### src/rtl/tl_conflict_monitor_pkg.sv
// tl_conflict_monitor_pkg
//   Shared definitions for the traffic-light conflict monitor:
//   lamp/light word encodings, fault cause codes, monitor FSM states
//   and small word-classification helpers.
//   Light word layout: {Left, Green, Yellow, Red}.
package tl_conflict_monitor_pkg;

  localparam logic [3:0] LEFT_GREEN     = 4'b1000;
  localparam logic [3:0] STRAIGHT_GREEN = 4'b0100;
  localparam logic [3:0] YELLOW         = 4'b0010;
  localparam logic [3:0] RED            = 4'b0001;
  localparam logic [3:0] LAMP_OFF       = 4'b0000;

  typedef enum logic [2:0] {
    FC_NONE      = 3'd0,
    FC_CONFLICT  = 3'd1,
    FC_BAD_ENC   = 3'd2,
    FC_YEL_SKIP  = 3'd3,
    FC_YEL_SHORT = 3'd4,
    FC_STALL     = 3'd5
  } fault_code_t;

  typedef enum logic [1:0] {
    ST_STARTUP = 2'd0,
    ST_PASS    = 2'd1,
    ST_FAULT   = 2'd2
  } mon_state_t;

  // A legal light word lights exactly one lamp.
  function automatic logic is_one_hot(input logic [3:0] word);
    return $onehot(word);
  endfunction

  // Any lamp other than red grants (or is about to grant) right of way.
  function automatic logic has_right_of_way(input logic [3:0] word);
    return word[3:1] != 3'b000;
  endfunction

endpackage

### src/rtl/tl_conflict_monitor_if.sv
// tl_conflict_monitor_if
//   Bundle between the intersection controller, the safety monitor and
//   the lamp drivers.
//   master : controller side  - drives light words and fault_clear,
//                               observes lamps and fault status
//   slave  : monitor side     - consumes light words and fault_clear,
//                               drives lamps, fault, fault_code, fault_snap
interface tl_conflict_monitor_if;
  logic [3:0]  north_tl;
  logic [3:0]  south_tl;
  logic [3:0]  east_tl;
  logic [3:0]  west_tl;
  logic        fault_clear;
  logic [3:0]  north_lamp;
  logic [3:0]  south_lamp;
  logic [3:0]  east_lamp;
  logic [3:0]  west_lamp;
  logic        fault;
  logic [2:0]  fault_code;
  logic [15:0] fault_snap;

  modport master (
    output north_tl, south_tl, east_tl, west_tl, fault_clear,
    input  north_lamp, south_lamp, east_lamp, west_lamp,
    input  fault, fault_code, fault_snap
  );

  modport slave (
    input  north_tl, south_tl, east_tl, west_tl, fault_clear,
    output north_lamp, south_lamp, east_lamp, west_lamp,
    output fault, fault_code, fault_snap
  );
endinterface

### src/rtl/tl_conflict_monitor_dir_checker.sv
// tl_conflict_monitor_dir_checker
//   Per-direction sequence checks on the registered light word.
//   Ports:
//     clk, reset   clock, synchronous active-high reset
//     in_q         current registered light word
//     prev_q       light word of the previous cycle
//     bad_enc      in_q is not one-hot
//     skipped      a green went straight to red without yellow
//     short_yel    yellow left before it was seen MIN_YELLOW cycles
module tl_conflict_monitor_dir_checker
  import tl_conflict_monitor_pkg::*;
#(
  parameter int MIN_YELLOW = 2,
  parameter int CNT_W      = $clog2(MIN_YELLOW + 1)
) (
  input  logic       clk,
  input  logic       reset,
  input  logic [3:0] in_q,
  input  logic [3:0] prev_q,
  output logic       bad_enc,
  output logic       skipped,
  output logic       short_yel
);

  localparam logic [CNT_W-1:0] CNT_MAX     = {CNT_W{1'b1}};
  localparam logic [CNT_W-1:0] CNT_ONE     = CNT_W'(1);
  localparam logic [CNT_W-1:0] MIN_YEL_CNT = CNT_W'(MIN_YELLOW);

  logic [CNT_W-1:0] yel_cnt;

  // Consecutive cycles the word has been yellow; saturates, so an
  // arbitrarily long yellow never wraps back below the minimum.
  always_ff @(posedge clk) begin
    if (reset) begin
      yel_cnt <= {CNT_W{1'b0}};
    end else if (in_q == YELLOW) begin
      if (yel_cnt != CNT_MAX) begin
        yel_cnt <= yel_cnt + CNT_ONE;
      end else begin
        yel_cnt <= yel_cnt;
      end
    end else begin
      yel_cnt <= {CNT_W{1'b0}};
    end
  end

  // Violation flags for this direction.
  always_comb begin
    bad_enc   = !is_one_hot(in_q);
    skipped   = ((prev_q == LEFT_GREEN) || (prev_q == STRAIGHT_GREEN)) && (in_q == RED);
    short_yel = (prev_q == YELLOW) && (in_q != YELLOW) && (yel_cnt < MIN_YEL_CNT);
  end

endmodule

### src/rtl/tl_conflict_monitor.sv
// tl_conflict_monitor
//   Safety monitor between the intersection FSM and the lamp drivers.
//   Healthy: forwards the four light words to the lamps (2-cycle latency).
//   On a violation: latches the cause, drives all-way flashing red until
//   fault_clear, then re-enters a steady all-red startup period.
//   Ports:
//     clk     clock
//     reset   synchronous, active-high
//     bus     tl_conflict_monitor_if.slave: light words in, fault_clear in,
//             lamps / fault / fault_code / fault_snap out (all registered)
//   Build option: define TL_FAULT_SNAPSHOT_EN to capture the offending
//   {n,s,e,w} words into fault_snap; otherwise fault_snap is constant 0.
module tl_conflict_monitor
  import tl_conflict_monitor_pkg::*;
#(
  parameter int MIN_YELLOW  = 2,
  parameter int WDOG_CYC    = 64,
  parameter int STARTUP_CYC = 8,
  parameter int FLASH_HALF  = 4
) (
  input  logic                 clk,
  input  logic                 reset,
  tl_conflict_monitor_if.slave bus
);

  localparam int SW = $clog2(WDOG_CYC + 1);
  localparam int TW = $clog2(STARTUP_CYC + 1);
  localparam int FW = $clog2(FLASH_HALF + 1);

  localparam logic [SW-1:0] STALL_MAX  = {SW{1'b1}};
  localparam logic [SW-1:0] STALL_ONE  = SW'(1);
  localparam logic [SW-1:0] STALL_LAST = SW'(WDOG_CYC - 1);
  localparam logic [TW-1:0] START_ONE  = TW'(1);
  localparam logic [TW-1:0] START_LAST = TW'(STARTUP_CYC - 1);
  localparam logic [FW-1:0] FLASH_ONE  = FW'(1);
  localparam logic [FW-1:0] FLASH_LAST = FW'(FLASH_HALF - 1);

  localparam logic [15:0] ALL_RED = {RED, RED, RED, RED};
  localparam logic [15:0] ALL_OFF = {LAMP_OFF, LAMP_OFF, LAMP_OFF, LAMP_OFF};

  logic [15:0]   in_q;
  logic [15:0]   prev_q;
  logic [3:0]    bad_dir;
  logic [3:0]    skip_dir;
  logic [3:0]    short_dir;
  logic          conflict;
  logic          stall_hit;
  logic [SW-1:0] stall_cnt;
  fault_code_t   violation;
  mon_state_t    state;
  logic [TW-1:0] start_cnt;
  logic [FW-1:0] flash_cnt;
  logic          flash_on;
  logic [15:0]   lamps;
  logic          fault;
  fault_code_t   code;

  // Input pipeline: {n,s,e,w} words and their one-cycle history.
  always_ff @(posedge clk) begin
    if (reset) begin
      in_q   <= 16'h0000;
      prev_q <= 16'h0000;
    end else begin
      in_q   <= {bus.north_tl, bus.south_tl, bus.east_tl, bus.west_tl};
      prev_q <= in_q;
    end
  end

  // Index 0..3 = north, south, east, west.
  for (genvar d = 0; d < 4; d++) begin : g_dir
    tl_conflict_monitor_dir_checker #(
      .MIN_YELLOW (MIN_YELLOW)
    ) u_dir (
      .clk       (clk),
      .reset     (reset),
      .in_q      (in_q[15-4*d -: 4]),
      .prev_q    (prev_q[15-4*d -: 4]),
      .bad_enc   (bad_dir[d]),
      .skipped   (skip_dir[d]),
      .short_yel (short_dir[d])
    );
  end

  // Stall watchdog: cycles with unchanged words; restarted every startup.
  always_ff @(posedge clk) begin
    if (reset || (state == ST_STARTUP)) begin
      stall_cnt <= {SW{1'b0}};
    end else if (in_q != prev_q) begin
      stall_cnt <= {SW{1'b0}};
    end else if (stall_cnt != STALL_MAX) begin
      stall_cnt <= stall_cnt + STALL_ONE;
    end else begin
      stall_cnt <= stall_cnt;
    end
  end

  // Conflict and stall detection plus priority encoding of the cause.
  always_comb begin
    conflict  = (has_right_of_way(in_q[15:12]) || has_right_of_way(in_q[11:8])) &&
                (has_right_of_way(in_q[7:4])   || has_right_of_way(in_q[3:0]));
    // This cycle is the WDOG_CYC-th consecutive unchanged one.
    stall_hit = (in_q == prev_q) && (stall_cnt >= STALL_LAST);
    if (conflict) begin
      violation = FC_CONFLICT;
    end else if (|bad_dir) begin
      violation = FC_BAD_ENC;
    end else if (|skip_dir) begin
      violation = FC_YEL_SKIP;
    end else if (|short_dir) begin
      violation = FC_YEL_SHORT;
    end else if (stall_hit) begin
      violation = FC_STALL;
    end else begin
      violation = FC_NONE;
    end
  end

  // Monitor FSM with flash timer and registered lamp/fault outputs.
  // On fault entry the lamps take all-red in the same edge, so the
  // violating word is never forwarded.
  always_ff @(posedge clk) begin
    if (reset) begin
      state     <= ST_STARTUP;
      start_cnt <= {TW{1'b0}};
      flash_cnt <= {FW{1'b0}};
      flash_on  <= 1'b1;
      lamps     <= ALL_RED;
      fault     <= 1'b0;
      code      <= FC_NONE;
    end else begin
      case (state)
        ST_STARTUP: begin
          lamps     <= ALL_RED;
          fault     <= 1'b0;
          code      <= FC_NONE;
          flash_cnt <= {FW{1'b0}};
          flash_on  <= 1'b1;
          if (start_cnt == START_LAST) begin
            state     <= ST_PASS;
            start_cnt <= {TW{1'b0}};
          end else begin
            state     <= ST_STARTUP;
            start_cnt <= start_cnt + START_ONE;
          end
        end
        ST_PASS: begin
          start_cnt <= {TW{1'b0}};
          flash_cnt <= {FW{1'b0}};
          flash_on  <= 1'b1;
          if (violation != FC_NONE) begin
            state <= ST_FAULT;
            fault <= 1'b1;
            code  <= violation;
            lamps <= ALL_RED;
          end else begin
            state <= ST_PASS;
            fault <= 1'b0;
            code  <= FC_NONE;
            lamps <= in_q;
          end
        end
        ST_FAULT: begin
          start_cnt <= {TW{1'b0}};
          if (bus.fault_clear) begin
            state     <= ST_STARTUP;
            fault     <= 1'b0;
            code      <= FC_NONE;
            lamps     <= ALL_RED;
            flash_cnt <= {FW{1'b0}};
            flash_on  <= 1'b1;
          end else if (flash_cnt == FLASH_LAST) begin
            state     <= ST_FAULT;
            fault     <= 1'b1;
            code      <= code;
            flash_cnt <= {FW{1'b0}};
            flash_on  <= !flash_on;
            lamps     <= flash_on ? ALL_OFF : ALL_RED;
          end else begin
            state     <= ST_FAULT;
            fault     <= 1'b1;
            code      <= code;
            flash_cnt <= flash_cnt + FLASH_ONE;
            flash_on  <= flash_on;
            lamps     <= flash_on ? ALL_RED : ALL_OFF;
          end
        end
        default: begin
          state     <= ST_STARTUP;
          start_cnt <= {TW{1'b0}};
          flash_cnt <= {FW{1'b0}};
          flash_on  <= 1'b1;
          lamps     <= ALL_RED;
          fault     <= 1'b0;
          code      <= FC_NONE;
        end
      endcase
    end
  end

`ifdef TL_FAULT_SNAPSHOT_EN
  logic [15:0] snap;

  // Capture the offending words on fault entry; drop them on clear.
  always_ff @(posedge clk) begin
    if (reset) begin
      snap <= 16'h0000;
    end else if ((state == ST_PASS) && (violation != FC_NONE)) begin
      snap <= in_q;
    end else if ((state == ST_FAULT) && bus.fault_clear) begin
      snap <= 16'h0000;
    end else begin
      snap <= snap;
    end
  end

  assign bus.fault_snap = snap;
`else
  assign bus.fault_snap = 16'h0000;
`endif

  assign bus.north_lamp = lamps[15:12];
  assign bus.south_lamp = lamps[11:8];
  assign bus.east_lamp  = lamps[7:4];
  assign bus.west_lamp  = lamps[3:0];
  assign bus.fault      = fault;
  assign bus.fault_code = code;

endmodule

### src/flat_wrapper.sv
// flat-port wrapper written by rule: the top's interface ports become plain ports
module tl_conflict_monitor_flat import tl_conflict_monitor_pkg::*;
#(
  parameter int MIN_YELLOW  = 2,
  parameter int WDOG_CYC    = 64,
  parameter int STARTUP_CYC = 8,
  parameter int FLASH_HALF  = 4
)
  (clk, reset, bus_north_tl, bus_south_tl, bus_east_tl, bus_west_tl, bus_fault_clear, bus_north_lamp, bus_south_lamp, bus_east_lamp, bus_west_lamp, bus_fault, bus_fault_code, bus_fault_snap);
  tl_conflict_monitor_if bus_i ();
  input  logic clk;
  input  logic reset;
  input wire logic [$bits(bus_i.north_tl)-1:0] bus_north_tl;
  input wire logic [$bits(bus_i.south_tl)-1:0] bus_south_tl;
  input wire logic [$bits(bus_i.east_tl)-1:0] bus_east_tl;
  input wire logic [$bits(bus_i.west_tl)-1:0] bus_west_tl;
  input wire logic [$bits(bus_i.fault_clear)-1:0] bus_fault_clear;
  output wire logic [$bits(bus_i.north_lamp)-1:0] bus_north_lamp;
  output wire logic [$bits(bus_i.south_lamp)-1:0] bus_south_lamp;
  output wire logic [$bits(bus_i.east_lamp)-1:0] bus_east_lamp;
  output wire logic [$bits(bus_i.west_lamp)-1:0] bus_west_lamp;
  output wire logic [$bits(bus_i.fault)-1:0] bus_fault;
  output wire logic [$bits(bus_i.fault_code)-1:0] bus_fault_code;
  output wire logic [$bits(bus_i.fault_snap)-1:0] bus_fault_snap;
  assign bus_i.north_tl = bus_north_tl;
  assign bus_i.south_tl = bus_south_tl;
  assign bus_i.east_tl = bus_east_tl;
  assign bus_i.west_tl = bus_west_tl;
  assign bus_i.fault_clear = bus_fault_clear;
  assign bus_north_lamp = bus_i.north_lamp;
  assign bus_south_lamp = bus_i.south_lamp;
  assign bus_east_lamp = bus_i.east_lamp;
  assign bus_west_lamp = bus_i.west_lamp;
  assign bus_fault = bus_i.fault;
  assign bus_fault_code = bus_i.fault_code;
  assign bus_fault_snap = bus_i.fault_snap;
  tl_conflict_monitor #(.MIN_YELLOW(MIN_YELLOW), .WDOG_CYC(WDOG_CYC), .STARTUP_CYC(STARTUP_CYC), .FLASH_HALF(FLASH_HALF)) u_core (.clk(clk), .reset(reset), .bus(bus_i));
endmodule
### config.mk
export PLATFORM = sky130hd
export DESIGN_NAME = tl_conflict_monitor_flat
export DESIGN_NICKNAME = d
export VERILOG_FILES = /design/src/rtl/tl_conflict_monitor_pkg.sv /design/src/rtl/tl_conflict_monitor_if.sv /design/src/rtl/tl_conflict_monitor_dir_checker.sv /design/src/rtl/tl_conflict_monitor.sv /design/src/flat_wrapper.sv
export SDC_FILE = /design/constraint.sdc
export NUM_CORES = 1
export LEC_CHECK = 0
export CAP_MARGIN = 20
export CORE_UTILIZATION = 45
export DETAILED_ROUTE_END_ITERATION = 12
export PLACE_DENSITY = 0.69
export SYNTH_ARGS = -nofsm -noshare
export SYNTH_HDL_FRONTEND = slang
export SYNTH_HIERARCHICAL = 1
export SYNTH_SLANG_ARGS = --single-unit
### constraint.sdc
create_clock -name clk -period 6.4 [get_ports clk]
set_clock_uncertainty 0.2 [all_clocks]
set_input_delay 1.28 -clock clk [delete_from_list [all_inputs] [get_ports clk]]
set_output_delay 1.28 -clock clk [all_outputs]
set_load 0.03 [all_outputs]
Word-level counts from Yosys, hierarchy flattened. Index checks and enable logic that the tools add are counted.

Bits in registers: 77. Word-level logic and storage cells: 148.

$add $sub $neg: 19. Multiplexer cells: 21. Bitwise logic cells: 6. Order comparisons: 5. Reductions and logical operators: 43. Equality and inequality tests: 40.

Operators by type and width (count): $mux W16 (3); $eq A4 B2 Y1 const B (8); $pmux W16 S2 (1); $mux W13 (2); $mux W3 (7); $eq A4 B3 Y1 const B (5); $add A1 B1 Y2 (8); $eq A16 B16 Y1 (1); $eq A4 B1 Y1 const B (4); $eq A4 B4 Y1 const B (4); $ne A16 B16 Y1 (1); $ne A4 B2 Y1 const B (4); $reduce_or A4 Y1 (4); $reduce_bool A3 Y1 (5); $logic_and A1 B1 Y1 (14); $add A2 B2 Y3 (4); $eq A3 B1 Y1 const B (4); $ne A2 B2 Y1 const B (5); $reduce_or A2 Y1 (5); $add A2 B1 Y2 const B (4); $lt A2 B2 Y1 const B (4); $add A7 B1 Y7 const B (1); $ge A7 B6 Y1 const B (1); $logic_or A1 B1 Y1 (7); 15 further kinds (28).

Logic depth before layout (Yosys ltp).
Depth in word-level cells: 11. Gate-level depth with buffers: 13. Gate-level depth less buffers: 12.

Hierarchy. The synthesis kept the hierarchy.

By module, submodules not included: tl_conflict_monitor (area each 2675.1 um^2, sequential area each 1381.3 um^2, cells an instance 261, times used 1); tl_conflict_monitor_dir_checker (area each 224.0 um^2, sequential area each 40.0 um^2, cells an instance 26, times used 4).

Least setup slack after synthesis. Ideal clock, no wire load.

Path kind: register to register. Start point: reg u_core.in_q[8]. End point: reg u_core.lamps[10]. Arrival time: 2892 ps. Cell stages (with the launch flop): 14. Period minus slack after synthesis: 3151 ps. Library setup time: 59 ps. Data required time: 6141 ps. Path slack: 3249 ps. Cell sequence: dfxtp_1 -> inv_1 -> fa_1 -> inv_1 -> ha_1 -> ha_1 -> nor2_1 -> nand2_1 -> or4_4 -> nor2b_4 -> nand3_2 -> a2111oi_2 -> buf_4 -> and2_1.

RTL lines: from (decl) (line tl_conflict_monitor.sv:41) `logic [15:0] in_q;`; from (signal assigned) (line tl_conflict_monitor.sv:64) `in_q <= {bus.north_tl, bus.south_tl, bus.east_tl, bus.west_tl};`; $add A1 B1 Y2 (implied by the code) (line tl_conflict_monitor_pkg.sv:31) `return $onehot(word);`; $add A2 B2 Y3 (implied by the code) (line tl_conflict_monitor_pkg.sv:31); $eq A3 B1 Y1 (line tl_conflict_monitor_pkg.sv:31); $logic_not A1 Y1 (line tl_conflict_monitor_dir_checker.sv:49) `bad_enc = !is_one_hot(in_q);`; via u_core.bad_dir[1] (line tl_conflict_monitor.sv:43) `logic [3:0] bad_dir;`; $reduce_or A4 Y1 (line tl_conflict_monitor.sv:105) `end else if (|bad_dir) begin`; $mux W3 (line tl_conflict_monitor.sv:105); $mux W3 (line tl_conflict_monitor.sv:103) `if (conflict) begin`; $reduce_bool A3 Y1 (line tl_conflict_monitor.sv:150) `if (violation != FC_NONE) begin`; $mux W16 (line tl_conflict_monitor.sv:150); $pmux W16 S2 (line tl_conflict_monitor.sv:131) `case (state)`; to (signal assigned) (line tl_conflict_monitor.sv:159) `lamps <= in_q;`; to (signal assigned) (line tl_conflict_monitor.sv:177) `lamps <= flash_on ? ALL_OFF : ALL_RED;`; to (signal assigned) (line tl_conflict_monitor.sv:184) `lamps <= flash_on ? ALL_RED : ALL_OFF;`; to (decl) (line tl_conflict_monitor.sv:54) `logic [15:0] lamps;`.

The timed path passes the listed nets, and every way through them passes these cells. A chain may end at the register's enable or synchronous reset.

Worst setup path in the final report.
Start point: reg u_core.in_q[9]. End point: reg u_core.lamps[10].

Same word-level chain as after synthesis.

==> results.sh <==
export IMPL_status="finished clean"
export IMPL_dr_pass1_iters=4
export IMPL_synth_edf_count=0
export IMPL_dr_first_iter_drc_count=113
export IMPL_fillers=720
export IMPL_stdcell_count=513
export IMPL_grt_pass1_wl_um=11340
export IMPL_fin_area_um2=4273
export IMPL_min_period_ns=3.752
export IMPL_finalSetupViolCount=0
export IMPL_synth_cell_type_count=43
export IMPL_power_mw=1.113
export IMPL_final_core_util_pct=55.58
export IMPL_layout_setup_ws_ns=2.648
export IMPL_synth_area_per_cell_um2=9.783
export IMPL_cp_data_arrival_time_ns=3.84
export IMPL_timing_hold_worst_class="reg -> reg"
export IMPL_grt_max_degree=55
export IMPL_rows=32
export IMPL_die_x_um=91.08
export IMPL_clockBufferDepth=2
export IMPL_antennaDiodeCount=0
export IMPL_placed_area_um2=3983
export IMPL_ys_async_sr_fraction_pct=0
export IMPL_drive_gt1_share_pct=6.813
export IMPL_gp_congestion=0.8378
export IMPL_critical_path_class="reg -> reg"
export IMPL_finalCritPeriodShare_pct=58.63
export IMPL_slew_headroom_pct=61.58
export IMPL_post_cts_buffers=0
export IMPL_ys_seq_elements=77
export IMPL_powerDensity_nw_per_um2=260.4
export IMPL_worstPathMaxFanout=10
export IMPL_pin_count=55
export IMPL_tns_ns=0
export IMPL_grt_util_all_layers_pct=17.53
export IMPL_cap_violations=0
export IMPL_grt_pass1_vias=2393
export IMPL_synth_flop_cell="dfxtp_1"
export IMPL_cts_resized=0
export IMPL_routed_wl_um=6636
export IMPL_grt_antenna_before_repair=0
export IMPL_grt_overflow=0
export IMPL_nNetsFinal=458
export IMPL_crit_required_ns=6.49
export IMPL_dp_hpwl_um=4829
export IMPL_numCtsBuffers=9
export IMPL_leakage_nw=1.787
export IMPL_syn_area_um2=3571
export IMPL_start_util_pct=46.45
export IMPL_cts_htree_levels=3
export IMPL_detail_route_antenna_nets=0
export IMPL_die_height_um=91.08
export IMPL_final_hold_violation_count=0
export IMPL_whs_ns=0.2367
export IMPL_yosysSeqAreaShare_pct=43.17
export IMPL_dp_cells=497
export IMPL_dpl_worst_slack_ns=2.333
export IMPL_core_area_um2=7687
export IMPL_area_growth_pct=19.66
export IMPL_netlist_instances=365
export IMPL_avgViaCountPerCell=4.858
export IMPL_timing_fmax_mhz=266.5
export IMPL_routedWlPerCell_um=12.94
export IMPL_ir_drop_mv=0.1179
export IMPL_worstMarginPinSlew_ns=0.5720
export IMPL_via_count=2492
export IMPL_ys_warn_count=6
export IMPL_cp_end_kind="flop"
export IMPL_cts_tree="done"
export IMPL_most_common_layout_cells="77 x dfxtp_1, 37 x clkdlybuf4s50_1, 34 x nor2_1, 29 x nor2b_1"
export IMPL_cp_start_kind="flop"
export IMPL_layout_commonest_cell="dfxtp_1"
export IMPL_drv_slew=0
export IMPL_io_buffer_count=38
export IMPL_drc=0
export IMPL_dieArea_um2=8296
export IMPL_cts_root_buf="clkbuf_8"
export IMPL_path_clk_slew_ns=0.08
export IMPL_cts_hold_buf=0
export IMPL_clock_sinks=77
export IMPL_rsz0062_at_grt="false"
export IMPL_clk_latency_ns=0.35
==> cell usage after synthesis, drive strengths merged (2+ instances only) <==
library cell  instances  area share, %
nor3                  8            1.1
mux2i                 5            1.4
nor2                 34            3.6
and2                 12            2.1
nand2                11            1.2
o21ai                 4           0.56
fa                    4            2.2
a21o                  2           0.42
nand2b                3           0.53
clkbuf                6           0.63
nor4                 10            2.2
a31oi                 3           0.53
nand4                 6            1.1
buf                  18            3.7
or3b                  5            1.2
nor4b                 2           0.49
nor2b                30            5.5
xnor2                19            4.7
nand3                 7            1.1
xor2                 12            2.9
a211oi                3           0.77
dfxtp                77             43
inv                  28            2.9
ha                   28            9.8
a21oi                 6           0.84
a2111oi               3            1.3
and3                  5           0.88
and4                  5            1.2
or4                   2           0.53
==> state kept, by name, indices dropped and copies added, names as in the netlist <==
signal and cells:
u_core/prev_q 16, u_core/stall_cnt 7, u_core/start_cnt 4, u_core/bus.fault 1, u_core/in_q 16, u_core/g_dir.u_dir/yel_cnt 8
u_core/bus.fault_code 3, u_core/state 2, u_core/flash_cnt 3, u_core/lamps 16, u_core/flash_on 1
==> layer usage <==
metal	share of wire, %	global-route usage [%]	vias up
met3	4.1	4.020	14
li1	-	-	1264
met4	2.8	9.921	0
met2	44	26.33	44
met1	49	23.10	1170
met5	0	0	-
==> where the power goes <==
group	leakage (nW)	switching [mW]	internal (mW)	total [mW]
registers	0.628	0.0165	0.491	0.507
logic	1.02	0.0501	0.0391	0.0892
clock network	0.140	0.179	0.337	0.516
total	1.79	0.245	0.867	1.11
==> final timing paths <==
check | start | to | slack, ns | cells past startpoint
max | u_core/in_q[9] | u_core/lamps[10] | 2.65 | 13
min | u_core/flash_cnt[0] | u_core/flash_cnt[0] | 0.24 | 1
max reg2reg | u_core/in_q[9] | u_core/lamps[10] | 2.65 | 13
min reg2reg | u_core/flash_cnt[0] | u_core/flash_cnt[0] | 0.24 | 1
==> cell type report <==
cell class	instances	area [um^2]	share of cell area, %
Clock inverter	6	158.9	3.719
Inverter	28	105.1	2.460
Sequential cell	77	1541	36.08
Multi-Input combinational cell	251	1826	42.72
Clock buffer	9	123.9	2.899
Timing Repair Buffer	40	390.4	9.136
Tap cell	102	127.6	2.987
==> worst max-delay path, cell delays in order (launching register included) <==
cell,delay (ns)
dfxtp_1,0.48
inv_1,0.13
fa_1,0.52
inv_1,0.05
ha_1,0.17
ha_1,0.27
nor2_1,0.10
nand2_1,0.06
or4_4,0.56
nor2b_4,0.17
nand3_2,0.11
a2111oi_2,0.41
clkbuf_4,0.32
and2_1,0.14
==> cell families (layout without fill, tap and decap cells) <==
group                      after synthesis  in the layout  share of synthesized area (%)
adders and majority gates               32             32                          12.05
DFF                                     77             77                          43.17
xor gates and xnor gates                31             31                          7.603
muxes                                    5              5                          1.402
other                                    1             16                         0.1050
AOI/OAI and AO/OA                       23             23                          4.905
buffers and inverters                   52             83                          7.288
and+or+nand+nor                        144            144                          23.48
Note: power is estimated with default switching activity, not from simulation.
